### src/rtl/muldiv_seq_pkg.sv
// Shared definitions for the iterative multiply/divide unit.
//   MD_WIDTH   : default operand width (HI/LO are each this wide)
//   md_op_e    : MdOp encodings (bit 1 selects divide, bit 0 selects unsigned)
//   md_state_e : control FSM states
package muldiv_seq_pkg;

  localparam int MD_WIDTH = 32;

  typedef enum logic [1:0] {
    MD_MULT  = 2'b00,
    MD_MULTU = 2'b01,
    MD_DIV   = 2'b10,
    MD_DIVU  = 2'b11
  } md_op_e;

  typedef enum logic [1:0] {
    S_IDLE = 2'b00,
    S_RUN  = 2'b01,
    S_FIX  = 2'b10,
    S_ZERO = 2'b11
  } md_state_e;

endpackage

### src/rtl/muldiv_step.sv
// Combinational (WIDTH+1)-bit adder/subtractor shared by the multiply and
// divide iterations.
//   a_i    : left operand (partial product high half or shifted remainder)
//   b_i    : right operand (multiplicand or divisor, zero-extended)
//   sub_i  : 1 = a_i - b_i, 0 = a_i + b_i
//   res_o  : (WIDTH+1)-bit result
//   cout_o : carry out; in subtract mode 1 means "no borrow" (a_i >= b_i)
module muldiv_step
  import muldiv_seq_pkg::*;
#(
  parameter int WIDTH = MD_WIDTH
) (
  input  logic [WIDTH:0] a_i,
  input  logic [WIDTH:0] b_i,
  input  logic           sub_i,
  output logic [WIDTH:0] res_o,
  output logic           cout_o
);

  logic [WIDTH:0]   b_eff;
  logic [WIDTH+1:0] sum;

  assign b_eff  = sub_i ? ~b_i : b_i;
  assign sum    = {1'b0, a_i} + {1'b0, b_eff} + {{(WIDTH+1){1'b0}}, sub_i};
  assign res_o  = sum[WIDTH:0];
  assign cout_o = sum[WIDTH+1];

endmodule

### src/rtl/muldiv_seq.sv
// Multi-cycle integer multiply/divide unit producing the HI/LO pair.
// Radix-2 shift-add multiply and restoring divide on magnitudes, with sign
// correction in a final FIX cycle; fixed 33-cycle latency from the Start edge.
//   clk, reset : clock, synchronous active-high reset
//   Start      : launch an operation (only honoured in IDLE)
//   MdOp       : 00 mult, 01 multu, 10 div, 11 divu
//   A, B       : multiplicand/dividend, multiplier/divisor
//   MtHi, MtLo : direct writes of WData into Hi/Lo (IDLE without Start only)
//   WData      : mthi/mtlo data
//   Busy       : operation in flight
//   Done       : one-cycle pulse after Hi/Lo are written by an operation
//   DivZero    : sticky divide-by-zero flag, cleared by the next accepted Start
//   Hi, Lo     : result registers
module muldiv_seq
  import muldiv_seq_pkg::*;
#(
  parameter int WIDTH = MD_WIDTH,
  parameter int CNT_W = $clog2(WIDTH)
) (
  input  logic             clk,
  input  logic             reset,
  input  logic             Start,
  input  logic [1:0]       MdOp,
  input  logic [WIDTH-1:0] A,
  input  logic [WIDTH-1:0] B,
  input  logic             MtHi,
  input  logic             MtLo,
  input  logic [WIDTH-1:0] WData,
  output logic             Busy,
  output logic             Done,
  output logic             DivZero,
  output logic [WIDTH-1:0] Hi,
  output logic [WIDTH-1:0] Lo
);

  function automatic logic [WIDTH-1:0] neg_w(input logic [WIDTH-1:0] x);
    return -x;
  endfunction

  function automatic logic [2*WIDTH-1:0] neg_2w(input logic [2*WIDTH-1:0] x);
    return -x;
  endfunction

  md_state_e        state_q, state_d;
  logic [CNT_W-1:0] cnt_q, cnt_d;
  logic             done_q, done_d;
  logic             dz_q, dz_d;
  logic [WIDTH-1:0] hi_q, hi_d;
  logic [WIDTH-1:0] lo_q, lo_d;

  // Operation context and accumulators: {acc_hi, acc_lo} is the product
  // accumulator for multiply and {rem, quo} for divide; opd holds the
  // multiplicand or divisor magnitude.
  logic             is_div_q, is_div_d;
  logic             qneg_q, qneg_d;
  logic             rneg_q, rneg_d;
  logic [WIDTH-1:0] acc_hi_q, acc_hi_d;
  logic [WIDTH-1:0] acc_lo_q, acc_lo_d;
  logic [WIDTH-1:0] opd_q, opd_d;

  logic             op_signed;
  logic [WIDTH-1:0] abs_a, abs_b;
  logic [WIDTH:0]   rem_sh;
  logic [WIDTH:0]   step_a;
  logic [WIDTH:0]   step_res;
  logic             step_cout;
  logic [WIDTH:0]   add_sum;
  logic [2*WIDTH-1:0] prod_fix;

  assign op_signed = ~MdOp[0];
  assign abs_a = (op_signed && A[WIDTH-1]) ? neg_w(A) : A;
  assign abs_b = (op_signed && B[WIDTH-1]) ? neg_w(B) : B;

  // Divide: remainder shifted left with the next dividend bit from the quotient
  // register. Multiply: upper half zero-extended so the carry is kept.
  assign rem_sh = {acc_hi_q, acc_lo_q[WIDTH-1]};
  assign step_a = is_div_q ? rem_sh : {1'b0, acc_hi_q};

  muldiv_step #(.WIDTH(WIDTH)) u_step (
    .a_i    (step_a),
    .b_i    ({1'b0, opd_q}),
    .sub_i  (is_div_q),
    .res_o  (step_res),
    .cout_o (step_cout)
  );

  assign add_sum  = acc_lo_q[0] ? step_res : {1'b0, acc_hi_q};
  assign prod_fix = qneg_q ? neg_2w({acc_hi_q, acc_lo_q}) : {acc_hi_q, acc_lo_q};

  always_comb begin
    state_d  = state_q;
    cnt_d    = cnt_q;
    done_d   = 1'b0;
    dz_d     = dz_q;
    hi_d     = hi_q;
    lo_d     = lo_q;
    is_div_d = is_div_q;
    qneg_d   = qneg_q;
    rneg_d   = rneg_q;
    acc_hi_d = acc_hi_q;
    acc_lo_d = acc_lo_q;
    opd_d    = opd_q;

    unique case (state_q)
      S_IDLE: begin
        if (Start) begin
          dz_d     = 1'b0;
          is_div_d = MdOp[1];
          qneg_d   = op_signed & (A[WIDTH-1] ^ B[WIDTH-1]);
          rneg_d   = op_signed & A[WIDTH-1];
          cnt_d    = CNT_W'(WIDTH - 1);
          if (MdOp[1] && (B == '0)) begin
            // Raw dividend is what ends up in Hi for a zero divisor.
            acc_hi_d = A;
            state_d  = S_ZERO;
          end else begin
            acc_hi_d = '0;
            opd_d    = MdOp[1] ? abs_b : abs_a;
            acc_lo_d = MdOp[1] ? abs_a : abs_b;
            state_d  = S_RUN;
          end
        end else begin
          if (MtHi) hi_d = WData;
          if (MtLo) lo_d = WData;
        end
      end

      S_RUN: begin
        if (is_div_q) begin
          // Carry out of the trial subtract is the new quotient bit.
          acc_hi_d = step_cout ? step_res[WIDTH-1:0] : rem_sh[WIDTH-1:0];
          acc_lo_d = {acc_lo_q[WIDTH-2:0], step_cout};
        end else begin
          acc_hi_d = add_sum[WIDTH:1];
          acc_lo_d = {add_sum[0], acc_lo_q[WIDTH-1:1]};
        end
        if (cnt_q == '0) begin
          state_d = S_FIX;
        end else begin
          cnt_d = cnt_q - CNT_W'(1);
        end
      end

      S_FIX: begin
        if (is_div_q) begin
          hi_d = rneg_q ? neg_w(acc_hi_q) : acc_hi_q;
          lo_d = qneg_q ? neg_w(acc_lo_q) : acc_lo_q;
        end else begin
          hi_d = prod_fix[2*WIDTH-1:WIDTH];
          lo_d = prod_fix[WIDTH-1:0];
        end
        done_d  = 1'b1;
        state_d = S_IDLE;
      end

      S_ZERO: begin
        hi_d    = acc_hi_q;
        lo_d    = '1;
        dz_d    = 1'b1;
        done_d  = 1'b1;
        state_d = S_IDLE;
      end

      default: state_d = S_IDLE;
    endcase
  end

  always_ff @(posedge clk) begin
    if (reset) begin
      state_q <= S_IDLE;
      cnt_q   <= '0;
      done_q  <= 1'b0;
      dz_q    <= 1'b0;
      hi_q    <= '0;
      lo_q    <= '0;
    end else begin
      state_q <= state_d;
      cnt_q   <= cnt_d;
      done_q  <= done_d;
      dz_q    <= dz_d;
      hi_q    <= hi_d;
      lo_q    <= lo_d;
    end
  end

  always_ff @(posedge clk) begin
    is_div_q <= is_div_d;
    qneg_q   <= qneg_d;
    rneg_q   <= rneg_d;
    acc_hi_q <= acc_hi_d;
    acc_lo_q <= acc_lo_d;
    opd_q    <= opd_d;
  end

  assign Busy    = (state_q != S_IDLE);
  assign Done    = done_q;
  assign DivZero = dz_q;
  assign Hi      = hi_q;
  assign Lo      = lo_q;

endmodule

### config.mk
export PLATFORM = sky130hd
export DESIGN_NAME = muldiv_seq
export DESIGN_NICKNAME = d
export VERILOG_FILES = /design/src/rtl/muldiv_seq_pkg.sv /design/src/rtl/muldiv_step.sv /design/src/rtl/muldiv_seq.sv
export SDC_FILE = /design/constraint.sdc
export NUM_CORES = 1
export LEC_CHECK = 0
export CORE_ASPECT_RATIO = 1.25
export CORE_MARGIN = 4
export CORE_UTILIZATION = 45
export CTS_CLUSTER_DIAMETER = 100
export DETAILED_ROUTE_END_ITERATION = 10
export PLACE_DENSITY = 0.67
export SLEW_MARGIN = 5
export SYNTH_ARGS = -nofsm -noshare
export SYNTH_HDL_FRONTEND = slang
export SYNTH_SLANG_ARGS = --single-unit
export TNS_END_PERCENT = 10
### constraint.sdc
create_clock -name clk -period 6.9 [get_ports clk]
set_input_delay 1.725 -clock clk [delete_from_list [all_inputs] [get_ports clk]]
set_output_delay 1.725 -clock clk [all_outputs]
set_load 0.1 [all_outputs]
==> run summary, run 1 <==
cts bufs inserted: 17
IO Pins: 170
first-pass GRT wire length: 80.5 mm
Initial Util: 46.0%
Seq/Total Area, Yosys: 31.8%
# resized after CTS: 0
VDD IR-drop max: 149 µV
Slew headroom: 24.6%
most used flip-flop cell after synthesis: edfxtp_1
CTS tree: built
grt ovf: 0
CP max stage delay: 0.89 ns
final wirelength: 54.3 mm
Worst Skew: 0.0124 ns
slowest CP cell: edfxtp_1
most frequent cells in the layout: 167 x clkdlybuf4s50_1, 159 x nor2_1, 148 x nand2_1, 136 x a21oi_1, 116 x o21ai_0
Synth area leader: edfxtp_1
maxcap violations: 0
Simple-Gate Fraction of Synth Area: 18.4%
setup TNS: 0 ns
largest family of logic cells by synthesized area: compound AO/OA/AOI/OAI gates
Syn Inst Count: 1688
Slew Viols, Final: 0
cts hold-fix bufs: 0
WL/cell: 24.8 µm
Worst-path clk slew: 0.07 ns
Final Net Count: 1918
Root Buffer: clkbuf_16
mux contribution to synthesized area: 7.89%
Syn. warnings: 0
Setup CP Type: flip-flop to flip-flop
grt met2 use: 50.6%
largest net degree at the start of global routing: 82
Layout area overhead: 17.8%
Final ANT Viol Nets: 0
GPL Wtd Cong: 1.01
GR Util met1: 39.4%
Antenna Cells: 0
DRC errors left: 0
layout cell share with drive strength beyond 1: 5.98%
number of setup buffers added after CTS: 0
adder-cell share of the synthesized area: 3.46%
Seq cells post-synth: 172
final core occ: 54.2%
syn nets: 1829
DP Wirelength: 41.6 mm
initial antenna violation count: 0
Detailed Route Iter0 Violations: 1349
CTS H-tree depth: 4
status: finished clean
clk_lat worst skew: 0.45 ns
Hold Path Class: flip-flop to flip-flop
top cell type's share of synthesized area: 21.3%
worst hold slack: 0.464 ns
Worst Tran Pin Value: 1.13 ns
number of vias per cell: 6.43
pwr dens: 297 nW/µm²
Startpoint Class: flip-flop
die height: 205 µm
crit path buf inv count: 2
Synth Area in XOR/XNOR: 10.8%
vias in the first global route: 13.3k
RSZ-0062 raised after global routing: false
Area contributors post-synth: edfxtp_1 21%, dfxtp_1 10%, xor2_1 6.4%
crit path time final: 4.97 ns
worst-path maximum fanout: 18
Async SR Flop Fraction: 0%
endpoints failing hold: 0
die footprint: 33900 µm²
Core ar.: 30300 µm²
commonest non-fill, non-tap cell in the layout: clkdlybuf4s50_1
Die Wd: 165 µm
Final setup violation count: 0
post-synthesis compound-gate area fraction: 23.3%
fmax: 0.201 GHz
CP required: 7.21 ns
GR Util met3: 4.27%
crit end category: flip-flop
CTS max path bufs: 2
final worst-path cycle share: 72.1%
Mapped Avg Cell Area: 8.26 µm²
Port Buffer Count: 169
EDFF count, synth: 99
R2R Setup Slk: 1.93 ns
via count: 14.1k
WP data arrival: 5.28 ns
critical path, cell by cell: buf_4, mux2_2, ha_1, nand2_1, o21ai_0, a22oi_1, a31oi_1, a211oi_1, buf_4, nor2_2, o21ai_0, nand4_1
leakage: 5.97 nW
CP top delay family: compound AO/OA/AOI/OAI gates
synthesized area: 13900 µm²
gr usage total: 31.3%
Pre-antenna DRT Iters: 6
Distinct cells, synth: 75
CTS Sinks: 172
Most Used Layer, Global Route: met2
Fillers: 2866
row cnt: 71
==> flip-flops by register name, indices dropped and copies added, names as in the netlist <==
| signal | cells |
|---|---|
| DivZero | 1 |
| Done | 1 |
| Hi | 32 |
| Lo | 32 |
| acc_hi_q | 32 |
| acc_lo_q | 32 |
| cnt_q | 5 |
| is_div_q | 1 |
| opd_q | 32 |
| qneg_q | 1 |
| rneg_q | 1 |
| state_q | 2 |
==> cell type report <==
type	instances	area, µm²	share of cell area (%)
clock buffers	19	454	2.77
multi-input cells	1357	8920	54.3
repair buffers	193	1870	11.4
well taps	401	502	3.05
flip-flops and latches	172	4440	27.0
inverters	36	135	0.823
clock inverters	13	104	0.632
==> worst paths after layout <==
| path | end | depth (start not counted) | startpoint |
|---|---|---|---|
| max | acc_hi_q[27] | 12 | is_div_q |
| min | Lo[15] | 2 | Lo[15] |
| max reg2reg | acc_hi_q[27] | 12 | is_div_q |
| min reg2reg | Lo[15] | 2 | Lo[15] |
==> through the flow <==
step,total power [mW],instance area (µm²),instances,worst slack (ns)
after global routing,5.11,16400,2191,1.72
after global placement,3.88,15900,2159,1.93
after floorplan,3.14,13900,1688,1.39
final,4.88,16400,2191,1.93
after detailed placement,3.89,15900,2159,1.85
after CTS,4.84,16400,2191,2.18
==> cell usage after synthesis (20+ instances only) <==
| cell type | number |
|---|---|
| a21oi_1 | 136 |
| nand2_1 | 149 |
| ha_1 | 37 |
| xor2_1 | 102 |
| clkbuf_1 | 104 |
| o211ai_1 | 22 |
| mux2i_1 | 75 |
| dfxtp_1 | 73 |
| nor4_1 | 20 |
| or3_1 | 30 |
| edfxtp_1 | 99 |
| a211oi_1 | 45 |
| o22ai_1 | 28 |
| xnor2_1 | 70 |
| inv_1 | 34 |
| nor2_1 | 161 |
| nand3_1 | 21 |
| nor3_1 | 56 |
| mux2_2 | 31 |
| o21ai_0 | 116 |
| a221oi_1 | 20 |
==> report_power, final <==
part | switching, mW | internal [mW]
clock network | 0.465 | 0.492
registers | 0.263 | 1.29
logic | 1.57 | 0.806
total | 2.29 | 2.59
==> cell families after synthesis <==
family / count (synthesis)
xor gates and xnor gates: 172
AOI/OAI and AO/OA: 505
and+or+nand+nor: 536
adders and majority gates: 38
muxes: 106
DFF: 172
buffers and inverters: 159
==> tightest hold or removal path, delay by kind of cell, from the launching register on <==
family | cells | cell delay [ns]
AO/OA/AOI/OAI | 1 | 0.05
AND/OR/NAND/NOR | 1 | 0.05
flip-flops | 1 | 0.31
==> routing by layer <==
layer / vias to the layer above / wire, µm
li1: 6450 / -
met1: 6637 / 20800
met2: 843 / 24800
met3: 168 / 4760
met4: 0 / 3830
met5: - / 0
Note: power is estimated with default switching activity, not from simulation.
==> run 2, diff against run 1 <==
--- a/config.mk
+++ b/config.mk
@@ -10,7 +10,7 @@
 export CORE_UTILIZATION = 45
 export CTS_CLUSTER_DIAMETER = 100
 export DETAILED_ROUTE_END_ITERATION = 10
-export PLACE_DENSITY = 0.67
+export PLACE_DENSITY = 0.69
 export SLEW_MARGIN = 5
 export SYNTH_ARGS = -nofsm -noshare
 export SYNTH_HDL_FRONTEND = slang
==> constraint.sdc (replaced) <==
create_clock -name clk -period 4.1 [get_ports clk]
set_input_delay 1.025 -clock clk [delete_from_list [all_inputs] [get_ports clk]]
set_output_delay 1.025 -clock clk [all_outputs]
set_load 0.1 [all_outputs]
==> run 2 against run 1 <==
Final area up 4.2%. Clock-buffer cell count unchanged. Total power up 74%. Clock power up 73%. Final cell count up 3.6%. First-iteration DRC count up 1.3%. Utilization up 2.3 points. Die area unchanged. Hold slack worse by 0.0031 ns. Worst setup slack worse by 1.7 ns.
==> run summary, run 2 (synthesis results as in run 1) <==
Slew Viols, Final: 0
fmax: 0.258 GHz
crit path buf inv count: 3
cts bufs inserted: 17
Worst Tran Pin Value: 1.31 ns
cells on worst reg2reg path: 13
Setup WS pre-CTS: 0.0357 ns
CTS tree: built
WL/cell: 24.8 µm
CTS max path bufs: 2
Detailed Route Iter0 Violations: 1366
Min-Delay Endpoint: Lo[15]
worst hold slack: 0.461 ns
die footprint: 33900 µm²
Die Wd: 165 µm
RSZ-0062 raised after global routing: false
multi-input combinational cell area: 8920 µm²
R2R Path Start: is_div_q
IO Pins: 170
grt met2 use: 53.3%
GPL Wtd Cong: 0.989
clk_lat worst skew: 0.46 ns
Final ANT Viol Nets: 0
Initial Util: 46.0%
gr usage total: 32.4%
maxcap violations: 0
Reg area: 4440 µm²
setup TNS: 0 ns
min-delay src: Lo[15]
Core ar.: 30300 µm²
Setup CP Type: flip-flop to flip-flop
CTS Sinks: 172
CP most frequent cell: buf_12
Root Buffer: clkbuf_16
DRC errors left: 0
Most Used Layer, Global Route: met2
Pre-antenna DRT Iters: 5
R2R Setup Slk: 0.22 ns
vias in the first global route: 13.5k
CP top delay family: compound AO/OA/AOI/OAI gates
worst hold stages: 2
Antenna Cells: 0
endpoints failing hold: 0
GR Util met3: 4.69%
crit end category: flip-flop
final wirelength: 56.4 mm
Final Net Count: 1997
via count: 14.3k
CP max stage delay: 0.45 ns
fin area: 17100 µm²
final core occ: 56.5%
Worst-path clk slew: 0.08 ns
most frequent cells in the layout: 166 x clkdlybuf4s50_1, 160 x nor2_1, 149 x nand2_1, 136 x a21oi_1, 115 x o21ai_0
layout cell share with drive strength beyond 1: 10.1%
number of setup buffers added after CTS: 0
GR Util met1: 39.5%
VDD IR-drop max: 242 µV
total power: 8.50 mW
worst-path maximum fanout: 30
Final setup violation count: 0
CP required: 4.30 ns
Fillers: 2769
critical path, cell by cell: buf_12, buf_12, mux2_2, ha_1, nand2_1, o21ai_0, a31oi_1, o21ai_1, a211oi_2, and3_1, buf_12, a22o_1, a221o_1
Startpoint Class: flip-flop
Hold Path Class: flip-flop to flip-flop
Worst Skew: 0.0195 ns
crit path time final: 3.88 ns
Layout area overhead: 22.8%
Inst Count DP: 2238
first-pass GRT wire length: 82.4 mm
post-route insts no fill: 2270
fin worst setup slack: 0.220 ns
initial antenna violation count: 0
WP data arrival: 4.08 ns
number of vias per cell: 6.29
DP Wirelength: 44.4 mm
commonest non-fill, non-tap cell in the layout: clkdlybuf4s50_1
Port Buffer Count: 169
largest net degree at the start of global routing: 70
pwr dens: 496 nW/µm²
final worst-path cycle share: 94.6%
leakage: 6.39 nW
status: finished clean
placed instance area: 16500 µm²
grt ovf: 0
Slew headroom: 12.5%
Critical R2R Capture: acc_hi_q[23]
CTS H-tree depth: 4
slowest CP cell: edfxtp_1
die height: 205 µm
row cnt: 71
[run 2: cell types whose count changed in the layout (fill, tap and decap cells not counted), moves of 2 or more]
cell,before,now
buf_4,23,97
clkinv_2,3,1
inv_6,5,7
clkbuf_8,0,2
buf_12,1,7
[run 2: what timing repair did]
item | CTS | global route
setup endpoints to repair | 0 | 2
gates resized for setup | 0 | 1
endpoints found under the hold margin | 0 | 0
hold buffers | 0 | 0
[run 2: worst max-delay path by stage]
stage | start | to | slack, ns | cells after the start
6_report | is_div_q | acc_hi_q[23] | 0.22 | 13
5_1_grt | is_div_q | acc_hi_q[24] | 0.08 | 13
4_1_cts | is_div_q | acc_hi_q[23] | 0.16 | 13
3_5_place_dp | B[7] | acc_lo_q[14] | 0.04 | 9
3_3_place_gp | B[7] | acc_lo_q[13] | 0.13 | 9
2_1_floorplan | is_div_q | acc_hi_q[2] | -0.07 | 15
[run 2: layout make-up]
cell class	instances	area share (%)
Tap cell	401	2.93
Clock inverter	13	0.702
Multi-Input combinational cell	1357	52.1
Inverter	36	0.790
Sequential cell	172	25.9
Timing Repair Buffer	272	14.8
Clock buffer	19	2.65
[run 2: report_power, final]
| group | internal (mW) | total (mW) | switching, mW | leakage [nW] |
|---|---|---|---|---|
| clock | 0.837 | 1.66 | 0.820 | 0.287 |
| sequential | 2.17 | 2.49 | 0.324 | 1.57 |
| combinational | 1.53 | 4.34 | 2.81 | 4.53 |
| total | 4.54 | 8.50 | 3.96 | 6.39 |
[run 2: worst reg2reg max path: stages, from the launching register on]
cell and delay (ns):
edfxtp_1 0.45, buf_12 0.22, buf_12 0.22, mux2_2 0.38, ha_1 0.42, nand2_1 0.10
o21ai_0 0.33, a31oi_1 0.14, o21ai_1 0.32, a211oi_2 0.12, and3_1 0.27, buf_12 0.18
a22o_1 0.23, a221o_1 0.27
[run 2: metal layers]
layer	part of all wire, %	vias to the layer above
met5	0	-
met4	7.4	0
met3	7.3	150
met2	47	715
met1	39	6802
li1	-	6617
